===== src/rtl/fetch_pkg.sv =====
// Shared definitions for the fetch stage: FSM states, PC next-value
// selection, default geometry and the halt encoding used by the decoder.
package fetch_pkg;

  localparam int INSTR_W_DEF  = 9;
  localparam int ROM_SIZE_DEF = 256;

  // Instruction encoding that stops fetch; the decoder treats it the same way.
  localparam logic [INSTR_W_DEF-1:0] FETCH_HALT_INSTR = 9'h1FF;

  typedef enum logic [1:0] {
    IDLE = 2'd0,
    RUN  = 2'd1,
    HALT = 2'd2
  } fetch_state_t;

  typedef enum logic [1:0] {
    PC_HOLD = 2'd0,
    PC_LOAD = 2'd1,
    PC_INC  = 2'd2,
    PC_ZERO = 2'd3
  } pc_sel_t;

endpackage


===== src/rtl/fetch_unit_if.sv =====
// Fetch-stage bus: control inputs, ROM address/data and the instruction
// register handed to the decoder. master = fetch unit, slave = its environment.
// With FETCH_PERF_CNT_EN defined the bus also carries the performance counters.
interface fetch_unit_if #(
  parameter int ADDR_W  = 8,
  parameter int INSTR_W = 9
);

  logic               start;
  logic               stall;
  logic               branch_taken;
  logic [ADDR_W-1:0]  branch_target;
  logic [ADDR_W-1:0]  instr_addr;
  logic [INSTR_W-1:0] instr_in;
  logic [INSTR_W-1:0] ir;
  logic [ADDR_W-1:0]  ir_pc;
  logic               ir_valid;
  logic               halted;
`ifdef FETCH_PERF_CNT_EN
  logic [15:0]        cycle_cnt;
  logic [15:0]        instr_cnt;

  modport master (
    input  start, stall, branch_taken, branch_target, instr_in,
    output instr_addr, ir, ir_pc, ir_valid, halted, cycle_cnt, instr_cnt
  );

  modport slave (
    output start, stall, branch_taken, branch_target, instr_in,
    input  instr_addr, ir, ir_pc, ir_valid, halted, cycle_cnt, instr_cnt
  );
`else
  modport master (
    input  start, stall, branch_taken, branch_target, instr_in,
    output instr_addr, ir, ir_pc, ir_valid, halted
  );

  modport slave (
    output start, stall, branch_taken, branch_target, instr_in,
    input  instr_addr, ir, ir_pc, ir_valid, halted
  );
`endif

endinterface


===== src/rtl/fetch_unit_pc_reg.sv =====
// Program counter register with hold / load-target / increment / clear
// selection. Increment wraps modulo 2^ADDR_W.
module pc_reg
  import fetch_pkg::*;
#(
  parameter int ADDR_W = 8
) (
  input  logic              clk,
  input  logic              rst_n,
  input  pc_sel_t           sel,
  input  logic [ADDR_W-1:0] target,
  output logic [ADDR_W-1:0] pc
);

  logic [ADDR_W-1:0] pc_d;
  logic [ADDR_W-1:0] pc_q;

  // Next PC selection.
  always_comb begin
    pc_d = pc_q;
    case (sel)
      PC_HOLD: pc_d = pc_q;
      PC_LOAD: pc_d = target;
      PC_INC:  pc_d = pc_q + ADDR_W'(1);
      PC_ZERO: pc_d = '0;
      default: pc_d = pc_q;
    endcase
  end

  // PC register, cleared asynchronously.
  always_ff @(posedge clk or negedge rst_n) begin
    if (!rst_n) pc_q <= '0;
    else        pc_q <= pc_d;
  end

  assign pc = pc_q;

endmodule


===== src/rtl/fetch_unit.sv =====
// Fetch stage: drives the combinational ROM address, captures the returned
// word into the instruction register, and runs the IDLE/RUN/HALT control.
// Optional macro FETCH_PERF_CNT_EN adds saturating cycle/instruction counters.
module fetch_unit
  import fetch_pkg::*;
#(
  parameter int                  ROM_SIZE   = ROM_SIZE_DEF,
  parameter int                  INSTR_W    = INSTR_W_DEF,
  parameter int                  ADDR_W     = $clog2(ROM_SIZE),
  parameter logic [INSTR_W-1:0]  HALT_INSTR = FETCH_HALT_INSTR
) (
  input  logic         clk,
  input  logic         rst_n,
  fetch_unit_if.master bus
);

  fetch_state_t       state_d, state_q;
  logic [INSTR_W-1:0] ir_d, ir_q;
  logic [ADDR_W-1:0]  ir_pc_d, ir_pc_q;
  logic               ir_valid_d, ir_valid_q;
  logic               halted_d, halted_q;
  pc_sel_t            pc_sel;
  logic [ADDR_W-1:0]  pc;
  logic               load_ir;
  logic               clr_cnt;

  pc_reg #(.ADDR_W(ADDR_W)) u_pc_reg (
    .clk    (clk),
    .rst_n  (rst_n),
    .sel    (pc_sel),
    .target (bus.branch_target),
    .pc     (pc)
  );

  // Next-state, IR and PC-select logic; priority in RUN is
  // stall > branch > halt detect > sequential fetch.
  always_comb begin
    state_d    = state_q;
    ir_d       = ir_q;
    ir_pc_d    = ir_pc_q;
    ir_valid_d = ir_valid_q;
    halted_d   = halted_q;
    pc_sel     = PC_HOLD;
    load_ir    = 1'b0;
    clr_cnt    = 1'b0;
    case (state_q)
      IDLE: begin
        pc_sel     = PC_ZERO;
        ir_valid_d = 1'b0;
        if (bus.start) begin
          state_d = RUN;
          clr_cnt = 1'b1;
        end
      end
      RUN: begin
        if (bus.stall) begin
          pc_sel = PC_HOLD;
        end else if (bus.branch_taken) begin
          // Squash the wrong-path word sitting at the old PC.
          pc_sel     = PC_LOAD;
          ir_valid_d = 1'b0;
        end else begin
          load_ir    = 1'b1;
          ir_d       = bus.instr_in;
          ir_pc_d    = pc;
          ir_valid_d = 1'b1;
          if (bus.instr_in == HALT_INSTR) begin
            halted_d = 1'b1;
            state_d  = HALT;
          end else begin
            pc_sel = PC_INC;
          end
        end
      end
      HALT: begin
        ir_valid_d = 1'b0;
        if (bus.start) begin
          pc_sel   = PC_ZERO;
          halted_d = 1'b0;
          state_d  = RUN;
          clr_cnt  = 1'b1;
        end
      end
      default: state_d = IDLE;
    endcase
  end

  // Control and instruction register state.
  always_ff @(posedge clk or negedge rst_n) begin
    if (!rst_n) begin
      state_q    <= IDLE;
      ir_q       <= '0;
      ir_pc_q    <= '0;
      ir_valid_q <= 1'b0;
      halted_q   <= 1'b0;
    end else begin
      state_q    <= state_d;
      ir_q       <= ir_d;
      ir_pc_q    <= ir_pc_d;
      ir_valid_q <= ir_valid_d;
      halted_q   <= halted_d;
    end
  end

  assign bus.instr_addr = pc;
  assign bus.ir         = ir_q;
  assign bus.ir_pc      = ir_pc_q;
  assign bus.ir_valid   = ir_valid_q;
  assign bus.halted     = halted_q;

`ifdef FETCH_PERF_CNT_EN
  logic [15:0] cycle_cnt_d, cycle_cnt_q;
  logic [15:0] instr_cnt_d, instr_cnt_q;

  // Saturating counters: RUN cycles and instructions delivered to ir.
  always_comb begin
    cycle_cnt_d = cycle_cnt_q;
    instr_cnt_d = instr_cnt_q;
    if (clr_cnt) begin
      cycle_cnt_d = '0;
      instr_cnt_d = '0;
    end else begin
      if (state_q == RUN && cycle_cnt_q != 16'hFFFF) cycle_cnt_d = cycle_cnt_q + 16'd1;
      if (load_ir && instr_cnt_q != 16'hFFFF)        instr_cnt_d = instr_cnt_q + 16'd1;
    end
  end

  // Counter registers.
  always_ff @(posedge clk or negedge rst_n) begin
    if (!rst_n) begin
      cycle_cnt_q <= '0;
      instr_cnt_q <= '0;
    end else begin
      cycle_cnt_q <= cycle_cnt_d;
      instr_cnt_q <= instr_cnt_d;
    end
  end

  assign bus.cycle_cnt = cycle_cnt_q;
  assign bus.instr_cnt = instr_cnt_q;
`else
  logic unused_clr;
  assign unused_clr = clr_cnt;
`endif

endmodule


===== src/flat_wrapper.sv =====
// flat-port wrapper written by rule: the top's interface ports become plain ports
module fetch_unit_flat import fetch_pkg::*;
#(
  parameter int                  ROM_SIZE   = ROM_SIZE_DEF,
  parameter int                  INSTR_W    = INSTR_W_DEF,
  parameter int                  ADDR_W     = $clog2(ROM_SIZE),
  parameter logic [INSTR_W-1:0]  HALT_INSTR = FETCH_HALT_INSTR
)
  (clk, rst_n, bus_start, bus_stall, bus_branch_taken, bus_branch_target, bus_instr_in, bus_instr_addr, bus_ir, bus_ir_pc, bus_ir_valid, bus_halted);
  fetch_unit_if #(.ADDR_W(ADDR_W), .INSTR_W(INSTR_W)) bus_i ();
  input  logic clk;
  input  logic rst_n;
  input wire logic [$bits(bus_i.start)-1:0] bus_start;
  input wire logic [$bits(bus_i.stall)-1:0] bus_stall;
  input wire logic [$bits(bus_i.branch_taken)-1:0] bus_branch_taken;
  input wire logic [$bits(bus_i.branch_target)-1:0] bus_branch_target;
  input wire logic [$bits(bus_i.instr_in)-1:0] bus_instr_in;
  output wire logic [$bits(bus_i.instr_addr)-1:0] bus_instr_addr;
  output wire logic [$bits(bus_i.ir)-1:0] bus_ir;
  output wire logic [$bits(bus_i.ir_pc)-1:0] bus_ir_pc;
  output wire logic [$bits(bus_i.ir_valid)-1:0] bus_ir_valid;
  output wire logic [$bits(bus_i.halted)-1:0] bus_halted;
  assign bus_i.start = bus_start;
  assign bus_i.stall = bus_stall;
  assign bus_i.branch_taken = bus_branch_taken;
  assign bus_i.branch_target = bus_branch_target;
  assign bus_i.instr_in = bus_instr_in;
  assign bus_instr_addr = bus_i.instr_addr;
  assign bus_ir = bus_i.ir;
  assign bus_ir_pc = bus_i.ir_pc;
  assign bus_ir_valid = bus_i.ir_valid;
  assign bus_halted = bus_i.halted;
  fetch_unit #(.ROM_SIZE(ROM_SIZE), .INSTR_W(INSTR_W), .ADDR_W(ADDR_W), .HALT_INSTR(HALT_INSTR)) u_core (.clk(clk), .rst_n(rst_n), .bus(bus_i));
endmodule

===== config.mk =====
export PLATFORM = sky130hd
export DESIGN_NAME = fetch_unit_flat
export DESIGN_NICKNAME = d
export VERILOG_FILES = /design/src/rtl/fetch_pkg.sv /design/src/rtl/fetch_unit_if.sv /design/src/rtl/fetch_unit_pc_reg.sv /design/src/rtl/fetch_unit.sv /design/src/flat_wrapper.sv
export SDC_FILE = /design/constraint.sdc
export NUM_CORES = 1
export LEC_CHECK = 0
export CAP_MARGIN = 20
export CORE_UTILIZATION = 40
export DETAILED_ROUTE_END_ITERATION = 16
export MAX_ROUTING_LAYER = met4
export PLACE_DENSITY_LB_ADDON = 0.08
export SETUP_SLACK_MARGIN = 0.1
export SLEW_MARGIN = 40
export SYNTH_ARGS = -nofsm -noshare
export SYNTH_HDL_FRONTEND = slang
export SYNTH_SLANG_ARGS = --single-unit

===== constraint.sdc =====
create_clock -name clk -period 1.5 [get_ports clk]
set_input_delay 0.3 -clock clk [delete_from_list [all_inputs] [get_ports clk]]
set_output_delay 0.3 -clock clk [all_outputs]
set_load 0.02 [all_outputs]

# == After elaboration in Yosys (flattened, before gate mapping) ==
# Cells that the tools add are included.
# totals
register_bits,29
word_cells,48
in_bits,22
# classes
n_reduce_logical,9
eq_ne,11
bitwise,2
muxes,19
addsub,1
# ops
operator,count
8-bit one-hot mux with 3 select lines,1
2-bit two-way mux,8
9-bit equality test (second input constant),1
8-bit by 1-bit adder with 8-bit output (second input constant),1
2-bit equality test (second input constant),3
1-bit two-way mux,6
2-bit != test (second input constant),3
2-bit one-hot mux with 3 select lines,1
5-bit AND reduction,1
2-bit by 1-bit equality test with 1-bit output (second input constant),2
2-bit logical NOT,2
2-bit by 1-bit != test with 1-bit output (second input constant),2
1-bit one-hot mux with 2 select lines,2
2-bit one-hot mux with 2 select lines,1
4-bit AND reduction,1
2-bit nonzero test,2
3-bit AND reduction,1
1-bit inverter,2
2-bit AND reduction,1
2-bit OR reduction,1

# == Logic depth before layout (Yosys ltp) ==
# Gate-level depths: netlist of run 1.
# depth
ltp_word,7
ltp_mapped,6
ltp_nobuf,5

# == By module ==
# A second synthesis of run 1 with hierarchy kept.
# hier_totals
hier_cells,111
area_unflattened_um2,1383.8
# by_module_without_submodules
module,instances,cells_per_inst,seq_area_each_um2,area_each_um2
fetch_unit,1,61,525.5,885.8
pc_reg,1,50,200.2,498.0

# == Worst setup path before layout of run 1 ==
# Ideal clock, no wire load.
# synth_path
path_type,register to register
startpoint,reg u_core.state_q[1]
endpoint,reg u_core.u_pc_reg.pc_q[0] (netlist: u_core.u_pc_reg.pc[0])
path_stages_with_launch,6
path_slack_ns,-0.036
synth_period_minus_slack_ns,1.536
setup_ns,0.126
path_buffers,0
t_arrival_ns,1.410
cell_sequence,dfrtp_1 nor4b_4 o31ai_1 o21ai_1 inv_1 a221o_1
# synth_via
elab_chain_len,4
elab_cells_between_ends,9
cone_classes,eq/ne: 5; mux: 2; reduce/logical: 2
# synth_lines
element,line_no,text
from (decl),fetch_unit.sv:17,"fetch_state_t state_d, state_q;"
from (signal assigned),fetch_unit.sv:97,state_q <= state_d;
2-bit equality test (tied with other cells),n/a,
2-bit one-hot mux with 3 select lines *,fetch_unit.sv:46,case (state_q)
2-bit equality test / 2-bit by 1-bit equality test with 1-bit output (equally long branches),fetch_unit_pc_reg.sv:21,case (sel)
8-bit one-hot mux with 3 select lines,fetch_unit_pc_reg.sv:21,
to (signal assigned),fetch_unit_pc_reg.sv:33,else pc_q <= pc_d;
to (decl),fetch_unit_pc_reg.sv:16,logic [ADDR_W-1:0] pc_q;
# Mark *: on every way between the ends. The rest lies on a longest branch, timed or not.
# A chain may end at the register's enable or synchronous reset.

# == Worst setup path in the final report of run 1 ==
# layout_path
startpoint,reg u_core.state_q[1]
endpoint,reg u_core.u_pc_reg.pc_q[7] (netlist: u_core.u_pc_reg.pc[7])
# The elaborated chain is that of the path after synthesis.

==> results of run 1 <==
==> timing repair <==
action	CTS	global route
gates cloned	2	1
buffers inserted	6	2
resized for setup	75	16
pin swaps	13	4
setup endpoints to repair	55	33
==> layout by cell type (no fill, tap or decap), types with 4 or more instances in the layout <==
cell type	Yosys	layout
nand2_1	6	5
buf_6	0	5
buf_4	0	21
a21oi_1	6	5
nor3_1	6	6
dlygate4sd2_1	0	32
o21ai_0	5	4
clkbuf_4	0	5
dfrtp_1	29	27
mux2_4	0	11
mux2_2	17	6
nor2_1	19	16
clkdlybuf4s50_1	0	10
==> how the worst min path moves through the flow <==
stage | end | slack (ns) | cells past startpoint
3_3_place_gp | u_core.bus.ir_pc[3] | 0.49 | 1
2_1_floorplan | u_core.bus.halted | 0.004 | 0
5_1_grt | u_core.bus.ir[5] | 0.34 | 2
4_1_cts | u_core.bus.ir[5] | 0.34 | 2
6_report | u_core.bus.ir_valid | 0.33 | 2
3_5_place_dp | u_core.bus.ir[8] | 0.50 | 1
==> where the power goes <==
| part | switching [mW] | internal (mW) | leakage, nW | total, mW |
|---|---|---|---|---|
| registers | 0.153 | 0.992 | 0.344 | 1.15 |
| clock network | 0.279 | 0.398 | 0.0455 | 0.677 |
| logic | 0.675 | 0.666 | 0.716 | 1.34 |
==> stage by stage <==
stage	cells	utilization [%]
finish	256	75.83
floorplan	130	-
CTS	253	73.29
global route	256	75.83
detailed placement	237	64.96
global placement	237	64.96
==> synthesized netlist by cell type, types with 4 or more instances <==
master   count  share of area, %
or3_1        4               1.8
a21oi_1      6               2.2
dfrtp_1     29                53
nor2_1      19               5.2
nand2_1      6               1.6
nand3_1      4               1.5
nor3_1       6               2.2
mux2_2      17                14
o21ai_0      5               1.8
==> critical path, delay by kind of cell (launching register included) <==
kind | cells | cell delay [ns]
DFF | 1 | 0.42
AOI/OAI and AO/OA | 2 | 0.19
xor gates and xnor gates | 1 | 0.14
and+or+nand+nor | 2 | 0.34
buffers and inverters | 2 | 0.30
==> logic make-up after synthesis <==
group / Yosys count / synth area share (%)
simple gates: 50 / 18.86
flops: 29 / 52.58
compound gates: 24 / 10.70
mux: 17 / 13.87
buf+inv: 8 / 2.447
xor+xnor: 1 / 0.6347
fa+ha+maj: 1 / 0.9065
==> layer usage <==
metal | vias to the layer above | GRT usage (%) | part of all wire [%]
li1 | 639 | - | -
met1 | 673 | 30.91 | 41
met2 | 59 | 41.13 | 50
met3 | 12 | 4.904 | 5.9
met4 | 0 | 11.04 | 2.4
met5 | - | - | 0
==> cell type report <==
type | instances | area share, %
clock inverter | 1 | 1.256
tap | 44 | 2.302
inverter | 4 | 0.6279
timing repair buffer | 78 | 30.82
clock buffer | 7 | 2.302
sequential | 29 | 30.46
multi-input combinational | 93 | 32.23
==> key figures, run 1 <==
Outcome
  – Status: finished, violations left
  – Failing checks: setup timing

Drt
  – Initial DRC count: 47
  – Drt total wl: 4152 µm
  – Vias: 1383
  – DR pass1 iterations: 4
  – Wire per inst: 16.22 µm
  – Drt drc: 0
  – Antenna viol nets, final: 0
  – Average vias per placed instance: 5.402

CTS
  – Clk pin slew, worst setup/hold paths: 0.10 ns
  – CTS Buffer Depth: 2
  – CTS root buffer: clkbuf_4
  – Clk sinks: 29
  – CTS tree: done
  – Htree depth: 2
  – Post-CTS Hold Buffers: 0
  – Clk_lat worst skew: 0.33 ns
  – TritonCTS Buffers: 5

Global route
  – Gr ovfl total: 0
  – First-pass GRT wire length: 6417 µm
  – Initial antenna violation count: 0
  – Total GRT Usage: 25.40%
  – Largest net degree at the start of global routing: 30
  – Number of global-route vias before repair: 1342

Critical path
  – CP arrival: 1.74 ns
  – CP Class: register to register
  – Crit path required time: 1.71 ns
  – Worst Setup End Kind: register
  – Reg-to-Reg End: u_core.u_pc_reg.pc[7]
  – CP max stage delay: 0.42 ns
  – FF-to-FF path depth: 7
  – Crit path top cell by count: buf_6
  – Crit start category: register
  – Crit path launch: u_core.state_q[1]
  – Worst Setup EP: u_core.u_pc_reg.pc[7]
  – Critical path's slowest cell: dfrtp_1
  – Cell Chain, Critical Path: nor4b_4 > buf_6 > o31ai_4 > buf_6 > nor3_4 > xnor2_1 > o21ai_1
  – R2R setup slack: -0.03 ns
  – RR Startpoint: u_core.state_q[1]
  – Crit-path max FO: 5

Logic synthesis
  – Sequential area share after synthesis: 52.58%
  – Number of flops mapped to enable cells by yosys: 0
  – Synthesized net count: 153
  – Most used DFF post-synth: dfrtp_1
  – Gate Count Post-Synth: 130
  – Yosys Warn Count: 0
  – Mean Syn Cell Area: 10.62 µm²
  – Synth Cell Area: 1380 µm²
  – Count of state elements after synthesis: 29
  – Synth async-reset ratio: 100.0%
  – Yosys cell types: 31

Job
  – Max Cap Viol: 0

Cells and area
  – Largest register FFs: 9
  – Share of cells above drive strength 1: 37.74%
  – Final Cell Area: 2391 µm²
  – Final #Nets: 234
  – # diodes: 0
  – Fillers: 243
  – Area growth, synth to finish: 73.25%
  – Register area: 728.2 µm²
  – Area of the multi-input gates: 770.7 µm²

STA
  – RSZ-0062 raised after global routing: true
  – Peak Freq: 653.0 MHz
  – Period Utilization, post-route: 102.1%
  – Slew headroom: 74.62%
  – Actual slew at the worst max-slew pin: 0.3807 ns
  – Post-layout min period: 1.531 ns
  – Final WS setup: -0.03146 ns
  – Worst hold slack: 0.3306 ns
  – Finish-stage setup viols: 4
  – Setup TNS Final: -0.06355 ns
  – Fin Clk Skew: 0.01013 ns
  – Final hold violation count: 0
  – Max-slew violations: 0

Min path
  – Hold Crit Class: input pin to async pin

Die
  – Rows: 20
  – Initial core utilization: 43.77%
  – Die W: 60.74 µm
  – IO Count: 49
  – Core area: 3153 µm²
  – Die Area: 3689 µm²
  – Die height: 60.74 µm

Placed design
  – RD Place Congestion: 0.7987
  – Placed cell areas: 2048 µm²
  – Port bufs: 48
  – Place WS: -0.5378 ns
  – DPL Wire Length: 2599 µm

Power and ir drop
  – Tot Pwr: 3.163 mW
  – P_leak: 1.105 nW
  – Pwr per Cell Area: 1323 nW/µm²
  – Peak VDD IR: 0.6659 mV
(Power assumes the default switching activity.)
==> run 2: changes to the inputs <==
--- a/config.mk
+++ b/config.mk
@@ -8,7 +8,6 @@
 export CAP_MARGIN = 20
 export CORE_UTILIZATION = 40
 export DETAILED_ROUTE_END_ITERATION = 16
-export MAX_ROUTING_LAYER = met4
 export PLACE_DENSITY_LB_ADDON = 0.08
 export SETUP_SLACK_MARGIN = 0.1
 export SLEW_MARGIN = 40
==> key figures, run 2 (synthesis results as in run 1) <==
Outcome
  – Status: finished, violations left
  – Failing checks: setup timing

STA
  – Finish-stage setup viols: 9
  – Slew headroom: 75.03%
  – Peak Freq: 647.5 MHz
  – Max-slew violations: 0
  – Period Utilization, post-route: 103.0%
  – Final hold violation count: 0
  – Post-layout min period: 1.544 ns
  – Setup TNS Final: -0.1518 ns
  – Actual slew at the worst max-slew pin: 0.3746 ns
  – Final WS setup: -0.04439 ns
  – RSZ-0062 raised after global routing: true
  – Fin Clk Skew: 0.008069 ns
  – Worst hold slack: 0.3400 ns

Power and ir drop
  – P_leak: 1.067 nW
  – Pwr per Cell Area: 1262 nW/µm²
  – Peak VDD IR: 0.7133 mV
  – Tot Pwr: 2.956 mW

Global route
  – Gr ovfl total: 0
  – Initial antenna violation count: 0
  – Largest net degree at the start of global routing: 30
  – First-pass GRT wire length: 5892 µm
  – Total GRT Usage: 22.11%
  – Number of global-route vias before repair: 1279

Cells and area
  – # diodes: 0
  – Area growth, synth to finish: 69.72%
  – Final #Nets: 234
  – Commonest non-fill, non-tap cell in the layout: dlygate4sd2_1
  – Commonest non-fill, non-tap cells in the layout: dlygate4sd2_1, dfrtp_1, buf_4, nor2_1, clkdlybuf4s50_1
  – Fillers: 247
  – Share of cells above drive strength 1: 40.57%
  – Largest register FFs: 9

CTS
  – CTS root buffer: clkbuf_4
  – Clk_lat worst skew: 0.33 ns
  – Post-CTS Hold Buffers: 0
  – Clk pin slew, worst setup/hold paths: 0.10 ns
  – CTS tree: done
  – Htree depth: 2
  – Clk sinks: 29
  – CTS Buffer Depth: 2
  – TritonCTS Buffers: 5

Placed design
  – DPL Wire Length: 2489 µm
  – Place WS: -0.5063 ns
  – RD Place Congestion: 0.8138
  – Port bufs: 48

Drt
  – Average vias per placed instance: 5.293
  – Vias: 1355
  – Top sig layer: met4
  – Antenna viol nets, final: 0
  – Wire length on met2: 2064 µm
  – Routed met3 length: 238 µm
  – WL met1: 1716 µm
  – Drt drc: 0
  – Wire per inst: 15.81 µm
  – DR pass1 iterations: 4
  – Initial DRC count: 72
  – Drt total wl: 4047 µm

Die
  – Rows: 20
  – Initial core utilization: 43.77%
  – Die height: 60.74 µm
  – IO Count: 49
  – Die Area: 3689 µm²
  – Die W: 60.74 µm
  – Core area: 3153 µm²

Job
  – Max Cap Viol: 0

Critical path
  – CP arrival: 1.75 ns
  – FF-to-FF path depth: 6
  – Crit-path max FO: 4
  – Crit path required time: 1.71 ns
  – R2R setup slack: -0.04 ns
  – Cell Chain, Critical Path: nor4b_4 > buf_4 > o31ai_4 > or3_1 > o311ai_2 > a21oi_1
  – CP Class: register to register
  – Crit start category: register
  – CP max stage delay: 0.42 ns
  – Worst Setup End Kind: register
  – Critical path's slowest cell: dfrtp_1

Min path
  – Hold Crit Class: input pin to async pin
[run 2: changes by cell type in the layout (fill, tap and decap cells not counted), sizes merged]
cell,previous run,this run
bufinv,1,0
dlygate4sd2,32,29
clkbuf,10,9
dlymetal6s2s,1,0
clkinv,0,2
clkdlybuf4s15,3,7
[run 2: per-stage QoR]
stage	utilization [%]	cell area, µm²	cells
6_report	74.29	2342	256
5_1_grt	74.29	2342	256
4_1_cts	68.69	2166	248
3_5_place_dp	64.48	2033	235
3_3_place_gp	64.48	2033	235
2_1_floorplan	-	1391	130
[run 2: routing by layer]
| layer | GRT usage (%) | vias to the layer above |
|---|---|---|
| met2 | 36.26 | 48 |
| li1 | - | 632 |
| met3 | 7.036 | 6 |
| met1 | 28.42 | 669 |
| met4 | 5.844 | 0 |
| met5 | 0 | - |
[run 2: timing repair]
item / CTS / global route
pin swaps: 11 / 4
setup buffers: 4 / 6
endpoints found under the setup margin: 54 / 33
cloned: 1 / 3
resized for setup: 65 / 37
[run 2: worst paths after layout]
path | from | end
min reg2reg | u_core.bus.ir_pc[4] | u_core.bus.ir_pc[4]
min in group clk | bus_instr_in[5] | u_core.bus.ir[5]
min | rst_n | u_core.bus.ir_pc[2]
max in group asynchronous | rst_n | u_core.u_pc_reg.pc[1]
max | u_core.state_q[1] | u_core.u_pc_reg.pc[6]
max reg2reg | u_core.state_q[1] | u_core.u_pc_reg.pc[6]
[run 2: cell type report]
type / instances / area [µm²] / area share (%)
Inverter: 4 / 15.01 / 0.6410
Multi-Input combinational cell: 93 / 780.7 / 33.33
Clock inverter: 2 / 10.01 / 0.4273
Timing Repair Buffer: 78 / 711.9 / 30.40
Sequential cell: 29 / 728.2 / 31.09
Tap cell: 44 / 55.05 / 2.350
Clock buffer: 6 / 41.29 / 1.763
[run 2: critical path: cells and delay by family, from the launching register on]
family | cells | cell delay (ns)
simple gates | 2 | 0.56
flops | 1 | 0.42
compound gates | 3 | 0.27
buf+inv | 1 | 0.19
[run 2: power breakdown]
part	internal (mW)	switching [mW]	leakage, nW
Combinational	0.673	0.670	0.691
Sequential	0.992	0.163	0.344
Clock	0.178	0.282	0.0320
